==> src/rtl/acc_bank.sv <==
// Bank of NREG independent WIDTH-bit accumulators with prioritised clear/step/load
// operations on one selected register per cycle, optional saturation and overflow flag.
module acc_bank #(
  parameter  int WIDTH = 16,
  parameter  int NREG  = 4,
  parameter  bit SAT   = 1'b0,
  localparam int SELW  = $clog2(NREG)
) (
  input  logic                  clk,
  input  logic                  rst,
  input  logic [SELW-1:0]       sel,
  input  logic                  clr_en,
  input  logic                  inc_en,
  input  logic                  dec_en,
  input  logic                  write_en,
  input  logic                  alu_to_ac,
  input  logic [WIDTH-1:0]      step,
  input  logic [WIDTH-1:0]      data_in,
  input  logic [WIDTH-1:0]      alu_out,
  output logic [WIDTH-1:0]      data_out,
  output logic [NREG*WIDTH-1:0] all_out,
  output logic                  zero,
  output logic                  ovf,
  output logic [SELW-1:0]       ovf_idx
);

  logic [WIDTH-1:0] r_acc [NREG];
  logic             r_ovf;
  logic [SELW-1:0]  r_ovf_idx;

  logic [WIDTH-1:0] w_cur;
  logic [WIDTH:0]   w_sum;
  logic [WIDTH:0]   w_diff;
  logic [WIDTH-1:0] w_next;
  logic             w_we;
  logic             w_ovf;

  assign w_cur  = r_acc[sel];
  assign w_sum  = {1'b0, w_cur} + {1'b0, step};
  // Top bit of the extended difference is the borrow (step > current value).
  assign w_diff = {1'b0, w_cur} - {1'b0, step};

  // NOTE: every output of this block is defaulted first so no latch is inferred.
  always_comb begin
    w_next = w_cur;
    w_we   = 1'b0;
    w_ovf  = 1'b0;
    if (clr_en) begin
      w_next = '0;
      w_we   = 1'b1;
    end else if (inc_en) begin
      w_we   = 1'b1;
      w_ovf  = w_sum[WIDTH];
      w_next = (SAT && w_sum[WIDTH]) ? '1 : w_sum[WIDTH-1:0];
    end else if (dec_en) begin
      w_we   = 1'b1;
      w_ovf  = w_diff[WIDTH];
      w_next = (SAT && w_diff[WIDTH]) ? '0 : w_diff[WIDTH-1:0];
    end else if (write_en) begin
      w_next = data_in;
      w_we   = 1'b1;
    end else if (alu_to_ac) begin
      w_next = alu_out;
      w_we   = 1'b1;
    end
  end

  // NOTE: state uses non-blocking assignments so all registers update together at the edge.
  always_ff @(posedge clk) begin
    if (rst) begin
      // NOTE: the bank is a handful of flops, not a RAM, so each entry is reset explicitly.
      for (int i = 0; i < NREG; i++) begin
        r_acc[i] <= '0;
      end
      r_ovf     <= 1'b0;
      r_ovf_idx <= '0;
    end else begin
      if (w_we) begin
        r_acc[sel] <= w_next;
      end
      r_ovf <= w_ovf;
      if (w_ovf) begin
        r_ovf_idx <= sel;
      end
    end
  end

  for (genvar g = 0; g < NREG; g++) begin : g_all
    assign all_out[g*WIDTH +: WIDTH] = r_acc[g];
  end

  assign data_out = w_cur;
  assign zero     = (w_cur == '0);
  assign ovf      = r_ovf;
  assign ovf_idx  = r_ovf_idx;

endmodule

==> config.mk <==
export PLATFORM = sky130hd
export DESIGN_NAME = acc_bank
export DESIGN_NICKNAME = d
export VERILOG_FILES = /design/src/rtl/acc_bank.sv
export SDC_FILE = /design/constraint.sdc
export NUM_CORES = 1
export LEC_CHECK = 0
export ABC_AREA = 1
export ABC_CLOCK_PERIOD_IN_PS = 5500
export BUFFER_PORTS_ARGS = -buffer_cell sky130_fd_sc_hd__clkbuf_2
export CELL_PAD_IN_SITES_DETAIL_PLACEMENT = 1
export CELL_PAD_IN_SITES_GLOBAL_PLACEMENT = 2
export CORE_ASPECT_RATIO = 1.1
export CORE_MARGIN = 1.5
export CORE_UTILIZATION = 32
export CTS_CLUSTER_SIZE = 24
export DETAILED_ROUTE_END_ITERATION = 7
export PLACE_DENSITY = 0.86
export SYNTH_ARGS = -nofsm -noshare
export SYNTH_HDL_FRONTEND = slang
export SYNTH_SLANG_ARGS = --single-unit
export TNS_END_PERCENT = 1
==> constraint.sdc <==
create_clock -name clk -period 5.5 [get_ports clk]
set_clock_uncertainty 0.05 [all_clocks]
set_input_delay 0.55 -clock clk [delete_from_list [all_inputs] [get_ports clk]]
set_output_delay 0.55 -clock clk [all_outputs]
set_load 0.05 [all_outputs]
==> results of run 1 <==
-- state kept, by name (all words and copies together) (netlist names) --
name	cells
ovf	1
ovf_idx	2
r_acc	64
-- cell families (layout without fill, tap and decap cells) --
kind of cell,Yosys count,in the layout
AOI/OAI and AO/OA,94,94
xor gates and xnor gates,4,4
adders and majority gates,38,38
buffers and inverters,161,284
DFF,67,67
and+or+nand+nor,498,498
-- power breakdown --
| group | leakage, nW | total [W] | switching, W | internal (W) |
|---|---|---|---|---|
| clock network | 0.125 | 0.000500 | 0.000204 | 0.000296 |
| logic | 2.78 | 0.000729 | 0.000548 | 0.000180 |
| registers | 0.701 | 0.000621 | 0.0000237 | 0.000597 |
-- synthesized netlist by cell type (all sizes together) --
cell    count  area, um^2
o21a        1        7.51
nor3       10        65.1
nand2     274        1030
buf        28         194
and2        2        12.5
or2         1        6.26
edfxtp     64        1920
o22ai       1        12.5
o211ai      5        37.5
o21ai      40         219
nor4        4        25.0
ha         36         450
nand4       8        50.1
nor2      114         460
inv       128         485
fa          2        40.0
clkbuf      5        18.8
xor2        4        35.0
nand3      85         475
a21oi      43         219
o21bai      4        30.0
dfxtp       3        60.1
-- worst max-delay path by stage --
stage	startpoint	slack (ns)	cells past startpoint	end
after floorplan	sel[0]	2.18	18	r_acc[1][13]$_SDFFCE_PN0P_
after global placement	sel[0]	1.69	17	r_acc[2][13]$_SDFFCE_PN0P_
after detailed placement	sel[0]	1.63	17	r_acc[2][13]$_SDFFCE_PN0P_
after CTS	sel[0]	1.96	17	r_acc[1][13]$_SDFFCE_PN0P_
after global routing	sel[0]	1.70	17	r_acc[2][13]$_SDFFCE_PN0P_
final	sel[0]	1.92	17	r_acc[1][13]$_SDFFCE_PN0P_
-- metrics by stage --
step	power, W	hold WS, ns	util (%)
after floorplan	0.00115	0.572	-
after global placement	0.00135	0.465	37.3
after detailed placement	0.00136	0.491	37.3
after CTS	0.00186	0.346	38.7
after global routing	0.00195	0.354	38.7
final	0.00185	0.350	38.7
-- final cells by class --
class / count / area, um^2 / area share [%]
clock buffer: 10 / 229 / 3.32
clock inverter: 5 / 21.3 / 0.308
inverter: 128 / 485 / 7.04
multi-input combinational: 634 / 3170 / 46.0
sequential: 67 / 1980 / 28.7
tap: 238 / 298 / 4.32
timing repair buffer: 141 / 708 / 10.3
-- routing by layer --
metal	GRT usage, %	part of all wire [%]	up-vias
met4	4.68	1.7	0
met3	3.90	4.2	27
li1	-	-	2986
met1	32.3	47	2953
met2	42.1	47	161
met5	0	0	-
==> metrics.md, run 1 <==
| Metric | Value |
|---|---|
| Final setup violation count | 0 |
| Sum of buffers and inverters on the critical path | 2 |
| Worst-case clock buffer depth | 2 |
| Die ar. | 19100 um^2 |
| R2R setup slack | 2.48 ns |
| Total Routed Length | 22900 um |
| Post-CTS setup repair buffer count | 0 |
| Area Overhead vs Synth | 17.8% |
| Hold path cells | 2 |
| CP dominant cell by count | nand2_1 |
| GRT Total Usage | 24.3% |
| Worst-case hold path end point | ovf$_SDFF_PP0_ |
| Post-synthesis sequential area ratio | 33.9% |
| Initial Util | 32.9% |
| Final global-route overflow total | 0 |
| Synth unique cells | 34 |
| Tmin final | 3.58 ns |
| Die height | 145 um |
| Yosys reg bits | 67 |
| Worst VDD drop | 169 uV |
| Final worst slack | 1.92 ns |
| Syn_nets | 957 |
| Crit path largest cell delay | 0.47 ns |
| Most frequent cells in the layout | nand2_1 (274), clkbuf_2 (140), inv_1 (114) |
| Final slew viol count | 0 |
| RSZ-0062 raised after global routing | no |
| Global placer's final weighted congestion | 0.851 |
| Dpl cell area | 6650 um^2 |
| FP Rows | 51 |
| Final instance area | 6900 um^2 |
| Core region area | 17800 um^2 |
| Clock tree from TritonCTS | done |
| Post-route antenna net violation count | 0 |
| Placed insts | 1208 |
| Achievable frequency | 279 MHz |
| Synthesized area per cell | 6.79 um^2 |
| Post-Syn Instances | 862 |
| Fin. Hold Viols | 0 |
| Worst Hold Class | in -> reg |
| Iteration-0 DRC Markers | 356 |
| Multiplexer share of the synthesized area | 0% |
| Critical Path Fanout Max | 20 |
| Antenna violations before repair | 0 |
| Clk sinks | 67 |
| # IOs | 141 |
| Fill cells | 2334 |
| Reg clk slew, reported paths | 0.05 ns |
| Largest family of logic cells by synthesized area | simple AND/OR/NAND/NOR gates |
| Adder-cell share of the synthesized area | 8.38% |
| Crit-path cells | clkbuf_2 > buf_4 > o21ai_0 > o21ai_1 > ha_1 > nand2_1 > nand2_1 > nand2_1 > nand3_1 > nand2_1 > nand2_1 > nand2_1 > nand3_1 > nand2_1 > nand2_1 > nand2_1 > nor2_1 |
| Reg-to-reg startpoint | r_acc[2][2]$_SDFFCE_PN0P_ |
| Total negative slack | 0 ns |
| H-Tree Depth | 3 |
| Proportion of layout cells with a drive suffix above 1 | 19.5% |
| Synth warn | 0 |
| Final std cells w/o fill | 1223 |
| Leak | 3.60 nW |
| Delay-heaviest family, CP | simple AND/OR/NAND/NOR gates |
| Via count | 6127 |
| Pre-CTS setup slack | 1.63 ns |
| Area fraction in compound gates after synthesis | 8.98% |
| Final net count | 1076 |
| XOR/XNOR Fraction of Synth Area | 0.598% |
| CTS buffer count | 9 |
| Crit path kind | in -> reg |
| DRC | 0 |
| PortBufs | 140 |
| Avg WL per Cell | 18.7 um |
| Final period utilization | 65.1% |
| Post-Synth Simple-Gate Area | 36.3% |
| Max cap viols | 0 |
| Antenna Cells | 0 |
| Worst-Skew Late Latency | 0.33 ns |
| Hold Buf Count CTS | 0 |
| Synthesized area | 5850 um^2 |
| Via density | 5.01 |
| R2R depth | 15 |
| CP Launch Type | primary input |
| HPWL after DPL | 18300 um |
| CTS root buffer | clkbuf_16 |
| Max-slew headroom | 39.5% |
| Drt first pass iters | 4 |
| R2r endpoint | r_acc[1][13]$_SDFFCE_PN0P_ |
| Resized Gates After CTS | 0 |
| Hold path start | rst |
| Commonest non-fill, non-tap cell in the layout | nand2_1 |
| Power Density | 268 nW/um^2 |
| Vias in the first global route | 6357 |
| First-pass GRT wire length | 35600 um |
| Die Wd | 132 um |
| Worst slew pin tran | 0.905 ns |
| Critical path arrival | 3.58 ns |
| Slowest stage cell on the critical path | o21ai_1 |
| Crit path capture type | flop |
| Status | completed |
| Worst EP required | 5.50 ns |
| Largest net degree at the start of global routing | 34 |
No activity file was read; power rests on OpenSTA's default activity.
==> inputs of run 2 (changes only) <==
- ABC_CLOCK_PERIOD_IN_PS: 5500 -> 3200
- CORE_UTILIZATION: 32 -> 27
- PLACE_DENSITY: 0.86 -> 0.77
- clock period: 5.5 -> 3.2 ns (I/O delays scaled with it)
==> run 2 against run 1 <==
Combinational power increased by 81%. Die area rose by 18%. First-iteration DRC count fell by 2.2%. Critical path depth shrank 8. Global-route usage fell by 2.2 points. Via count is 1.3% higher. Power rose by 91%. Sequential cell count did not move. Critical endpoint is now zero. Largest power group unchanged.
==> metrics.md, run 2 (synthesis gave the netlist of run 1 again) <==
| Metric | Value |
|---|---|
| Status | completed |
| Worst-case clock buffer depth | 2 |
| Crit path kind | reg -> out |
| Max FFs per register | 64 |
| Largest net degree at the start of global routing | 36 |
| Worst EP required | 2.83 ns |
| Iteration-0 DRC Markers | 348 |
| Max-slew headroom | 56.6% |
| Die height | 157 um |
| Final period utilization | 90.5% |
| Proportion of layout cells with a drive suffix above 1 | 22.8% |
| CTS root buffer | clkbuf_16 |
| Worst-case hold path end point | ovf$_SDFF_PP0_ |
| Avg WL per Cell | 18.5 um |
| Worst Hold Class | in -> reg |
| Worst VDD drop | 316 uV |
| RSZ-0062 raised after global routing | no |
| Max cap viols | 0 |
| Pre-CTS setup slack | 0.0486 ns |
| Final instance area | 7330 um^2 |
| Worst slew pin tran | 0.650 ns |
| Hold path start | rst |
| FP Rows | 56 |
| Clock tree from TritonCTS | done |
| CTS buffer count | 9 |
| Sum of buffers and inverters on the critical path | 3 |
| Final global-route overflow total | 0 |
| Critical Path Fanout Max | 3 |
| Drt first pass iters | 4 |
| H-Tree Depth | 3 |
| Post-CTS setup repair buffer count | 0 |
| Die ar. | 22600 um^2 |
| Via density | 4.73 |
| Critical path arrival | 2.53 ns |
| Commonest non-fill, non-tap cell in the layout | nand2_1 |
| Clk sinks | 67 |
| CP dominant cell by count | nand2_1 |
| First-pass GRT wire length | 37000 um |
| R2r endpoint | r_acc[1][13]$_SDFFCE_PN0P_ |
| Total Routed Length | 24300 um |
| Via count | 6206 |
| Most frequent cells in the layout | nand2_1 (274), clkbuf_2 (140), inv_1 (114) |
| DRC | 0 |
| Worst-Skew Late Latency | 0.34 ns |
| Reg clk slew, reported paths | 0.06 ns |
| Final net count | 1111 |
| # IOs | 141 |
| Fill cells | 2767 |
| Power Density | 481 nW/um^2 |
| GRT Total Usage | 22.1% |
| Achievable frequency | 345 MHz |
| Area Overhead vs Synth | 25.3% |
| Crit path capture type | output pin |
| Crit path largest cell delay | 0.42 ns |
| Antenna Cells | 0 |
| R2R setup slack | 0.38 ns |
| Crit-path cells | nand2_1 > nand3_1 > nand2_1 > inv_1 > buf_4 > nor4_1 > nand2_1 > nor2_1 > clkbuf_2 |
| Hold Buf Count CTS | 0 |
| Final slew viol count | 0 |
| Reg-to-reg startpoint | r_acc[0][11]$_SDFFCE_PN0P_ |
| HPWL after DPL | 19800 um |
| Fin. Hold Viols | 0 |
| Global placer's final weighted congestion | 0.879 |
| Dpl cell area | 6990 um^2 |
| Initial Util | 27.5% |
| R2R depth | 14 |
| Delay-heaviest family, CP | simple AND/OR/NAND/NOR gates |
| Final worst slack | 0.303 ns |
| Die Wd | 143 um |
| Post-route antenna net violation count | 0 |
| Total negative slack | 0 ns |
| Hold path cells | 2 |
| CP Launch Type | flop |
| Largest register by flop count | r_acc |
| Tmin final | 2.90 ns |
| Vias in the first global route | 6441 |
| WHS | 0.109 ns |
| PortBufs | 140 |
| Core region area | 21300 um^2 |
| Antenna violations before repair | 0 |
| Slowest stage cell on the critical path | nor4_1 |
| Worst setup path start | r_acc[1][8]$_SDFFCE_PN0P_ |
| Leak | 3.82 nW |
| Resized Gates After CTS | 0 |
| Total power draw | 0.00352 W |
| Final setup violation count | 0 |
==> run 2: cell count changes in the layout (fill, tap and decap cells not counted), sizes merged <==
cell      previous run  this run
buf                  1        36
bufinv               0         3
clkinv               5         3
clkbuf             150       149
clkinvlp             0         1
==> run 2: area by class of cell <==
cell class / count / area (um^2) / area share, %
Multi-Input combinational cell: 634 / 3180 / 43.3
Sequential cell: 67 / 1980 / 27.0
Timing Repair Buffer: 176 / 983 / 13.4
Inverter: 128 / 485 / 6.62
Tap cell: 290 / 363 / 4.95
Clock buffer: 9 / 225 / 3.07
Clock inverter: 7 / 116 / 1.59
==> run 2: routing by layer <==
metal	track usage (%)	part of all wire, %	up-vias
met2	39.5	50	181
li1	-	-	3056
met5	0	0	-
met3	3.26	4.6	20
met4	4.62	1.5	0
met1	28.0	44	2949
==> run 2: worst register-to-register path: cells and delay by family, from the launching register on <==
family,cells,cell delay (ns)
AND/OR/NAND/NOR,12,1.49
adder cells (fa/ha/maj),1,0.49
flip-flops,1,0.40
buffers and inverters,1,0.13
==> run 2: how the worst max path moves through the flow <==
stage,endpoint,cells after the start
after detailed placement,r_acc[1][13]$_SDFFCE_PN0P_,18
final,zero,9
after global routing,r_acc[2][14]$_SDFFCE_PN0P_,16
after floorplan,r_acc[1][13]$_SDFFCE_PN0P_,16
after global placement,r_acc[2][13]$_SDFFCE_PN0P_,18
after CTS,zero,9
==> run 2: per-stage QoR <==
stage	utilization (%)	std cells
after global placement	32.8	1295
after global routing	34.4	1311
after detailed placement	32.8	1295
after floorplan	-	862
final	34.4	1311
after CTS	34.4	1311
==> run 2: where the power goes <==
group / switching, W / internal (W) / total (W) / leakage [nW]
logic: 0.000964 / 0.000359 / 0.00132 / 2.95
registers: 0.0000397 / 0.00102 / 0.00106 / 0.701
clock network: 0.000378 / 0.000759 / 0.00114 / 0.165
total: 0.00138 / 0.00214 / 0.00352 / 3.82
==> inputs of run 3 (changes only) <==
==> constraint.sdc (replaced) <==
create_clock -name clk -period 3.2 [get_ports clk]
set_clock_uncertainty 0.05 [all_clocks]
set_input_delay 0 -clock clk [delete_from_list [all_inputs] [get_ports clk]]
set_output_delay 0 -clock clk [all_outputs]
set_load 0.05 [all_outputs]
==> run 3 against run 2 <==
Setup slack lost 0.043 ns. Critical path depth grew 7. Clock power shrank 24%. Maximum frequency shrank 1.5%. Design area shrank 2.7%. Combinational power is essentially flat. Utilization shrank 0.94 points. Largest power group unchanged.
==> metrics.md, run 3 (synthesis gave the netlist of run 1 again) <==
| Metric | Value |
|---|---|
| Area Overhead vs Synth | 21.8% |
| Antenna violations before repair | 0 |
| Final slew viol count | 0 |
| Via density | 4.74 |
| Drt first pass iters | 5 |
| Max-slew headroom | 36.4% |
| Most frequent cells in the layout | nand2_1 (274), clkbuf_2 (140), inv_1 (114) |
| Delay-heaviest family, CP | simple AND/OR/NAND/NOR gates |
| Global placer's final weighted congestion | 0.859 |
| FP Rows | 56 |
| Slowest stage cell on the critical path | fa_1 |
| Worst-case clock buffer depth | 2 |
| Max cap viols | 0 |
| Final period utilization | 91.9% |
| First-pass GRT wire length | 37200 um |
| Total Routed Length | 24400 um |
| Status | completed |
| Antenna Cells | 0 |
| Initial Util | 27.5% |
| PortBufs | 140 |
| Worst VDD drop | 270 uV |
| Worst Hold Class | in -> reg |
| Largest net degree at the start of global routing | 36 |
| Final core occ | 33.5% |
| Crit-path cells | nand2_1 > nand3_1 > nand2_1 > inv_1 > buf_4 > fa_1 > nand3_1 > nand2_1 > nand3_1 > nand2_1 > nand2_1 > nand2_1 > nand2_1 > nand3_1 > nand3_2 > nor2_1 |
| CTS buffer count | 9 |
| # IOs | 141 |
| Proportion of layout cells with a drive suffix above 1 | 20.9% |
| GRT Total Usage | 22.1% |
| Power Density | 453 nW/um^2 |
| Crit path capture type | flop |
| Max FFs per register | 64 |
| DRC | 0 |
| Final net count | 1094 |
| Vias in the first global route | 6466 |
| CTS root buffer | clkbuf_16 |
| Core region area | 21300 um^2 |
| Via count | 6136 |
| Crit path largest cell delay | 0.50 ns |
| Worst EP required | 3.23 ns |
| Critical Path Fanout Max | 4 |
| Tmin final | 2.94 ns |
| Post-CTS setup repair buffer count | 0 |
| Die Wd | 143 um |
| Clock tree from TritonCTS | done |
| Leak | 3.70 nW |
| Die height | 157 um |
| CP dominant cell by count | nand2_1 |
| Worst-Skew Late Latency | 0.34 ns |
| Largest register by flop count | r_acc |
| Sum of buffers and inverters on the critical path | 2 |
| Achievable frequency | 340 MHz |
| Crit path kind | reg -> reg |
| Fin. Hold Viols | 0 |
| Final global-route overflow total | 0 |
| Fill cells | 2817 |
| Critical path arrival | 2.97 ns |
| Post-route antenna net violation count | 0 |
| Clk sinks | 67 |
| Total negative slack | 0 ns |
| HPWL after DPL | 19500 um |
| Iteration-0 DRC Markers | 305 |
| Final setup violation count | 0 |
| Reg clk slew, reported paths | 0.05 ns |
| RSZ-0062 raised after global routing | no |
| Resized Gates After CTS | 0 |
| Die ar. | 22600 um^2 |
| Worst slew pin tran | 0.951 ns |
| Avg WL per Cell | 18.9 um |
| CP Launch Type | flop |
| H-Tree Depth | 3 |
| Commonest non-fill, non-tap cell in the layout | nand2_1 |
run 3: what timing repair did:
action	in CTS	in global routing
hold buffers	1	0
endpoints found under the hold margin	1	0
endpoints found under the setup margin	0	0
run 3: path summary, 6_finish.rpt:
path                                 to  cells after the start                      start  slack, ns
max          r_acc[0][14]$_SDFFCE_PN0P_                     16  r_acc[1][1]$_SDFFCE_PN0P_       0.26
min                      ovf$_SDFF_PP0_                      4                     clr_en       0.04
max reg2reg  r_acc[0][14]$_SDFFCE_PN0P_                     16  r_acc[1][1]$_SDFFCE_PN0P_       0.26
min reg2reg     ovf_idx[1]$_SDFFE_PP0P_                      4    ovf_idx[1]$_SDFFE_PP0P_       0.49
run 3: report_power, final:
| group | leakage (nW) | switching, W | total, W | internal [W] |
|---|---|---|---|---|
| clock | 0.125 | 0.000353 | 0.000869 | 0.000516 |
| combinational | 2.87 | 0.000964 | 0.00130 | 0.000337 |
| sequential | 0.701 | 0.0000365 | 0.00106 | 0.00103 |
| total | 3.70 | 0.00135 | 0.00323 | 0.00188 |
run 3: final cells by class:
cell class	count	area, um^2	area share [%]
tap	290	363	5.09
clock buffer	12	236	3.32
inverter	128	485	6.81
sequential	67	1980	27.8
multi-input combinational	634	3180	44.6
timing repair buffer	159	871	12.2
clock inverter	4	17.5	0.246
run 3: through the flow:
| stage | hold WS [ns] | instances | total power, W | area, um^2 | setup WS, ns |
|---|---|---|---|---|---|
| 5_1_grt | 0.0638 | 1294 | 0.00340 | 7130 | 0.0346 |
| 3_5_place_dp | 0.175 | 1277 | 0.00238 | 6870 | 0.265 |
| 2_1_floorplan | 0.0224 | 862 | 0.00197 | 5860 | 0.243 |
| 3_3_place_gp | 0.170 | 1277 | 0.00238 | 6870 | 0.295 |
| 6_report | 0.0433 | 1294 | 0.00323 | 7130 | 0.260 |
| 4_1_cts | 0.0313 | 1294 | 0.00325 | 7130 | 0.248 |
run 3: layer usage:
metal	part of all wire, %	routed length [um]	global-route usage (%)	vias to the layer above
met1	46	11200	29.1	2914
met2	48	11700	37.8	160
met4	2.6	646	7.48	0
met3	3.4	842	2.28	36
met5	0	0	0	-
li1	-	-	-	3026
run 3: worst min-delay path: stages:
cell	delay, ns
clkbuf_2	0.10
inv_1	0.10
nand3_2	0.12
nor2_1	0.06
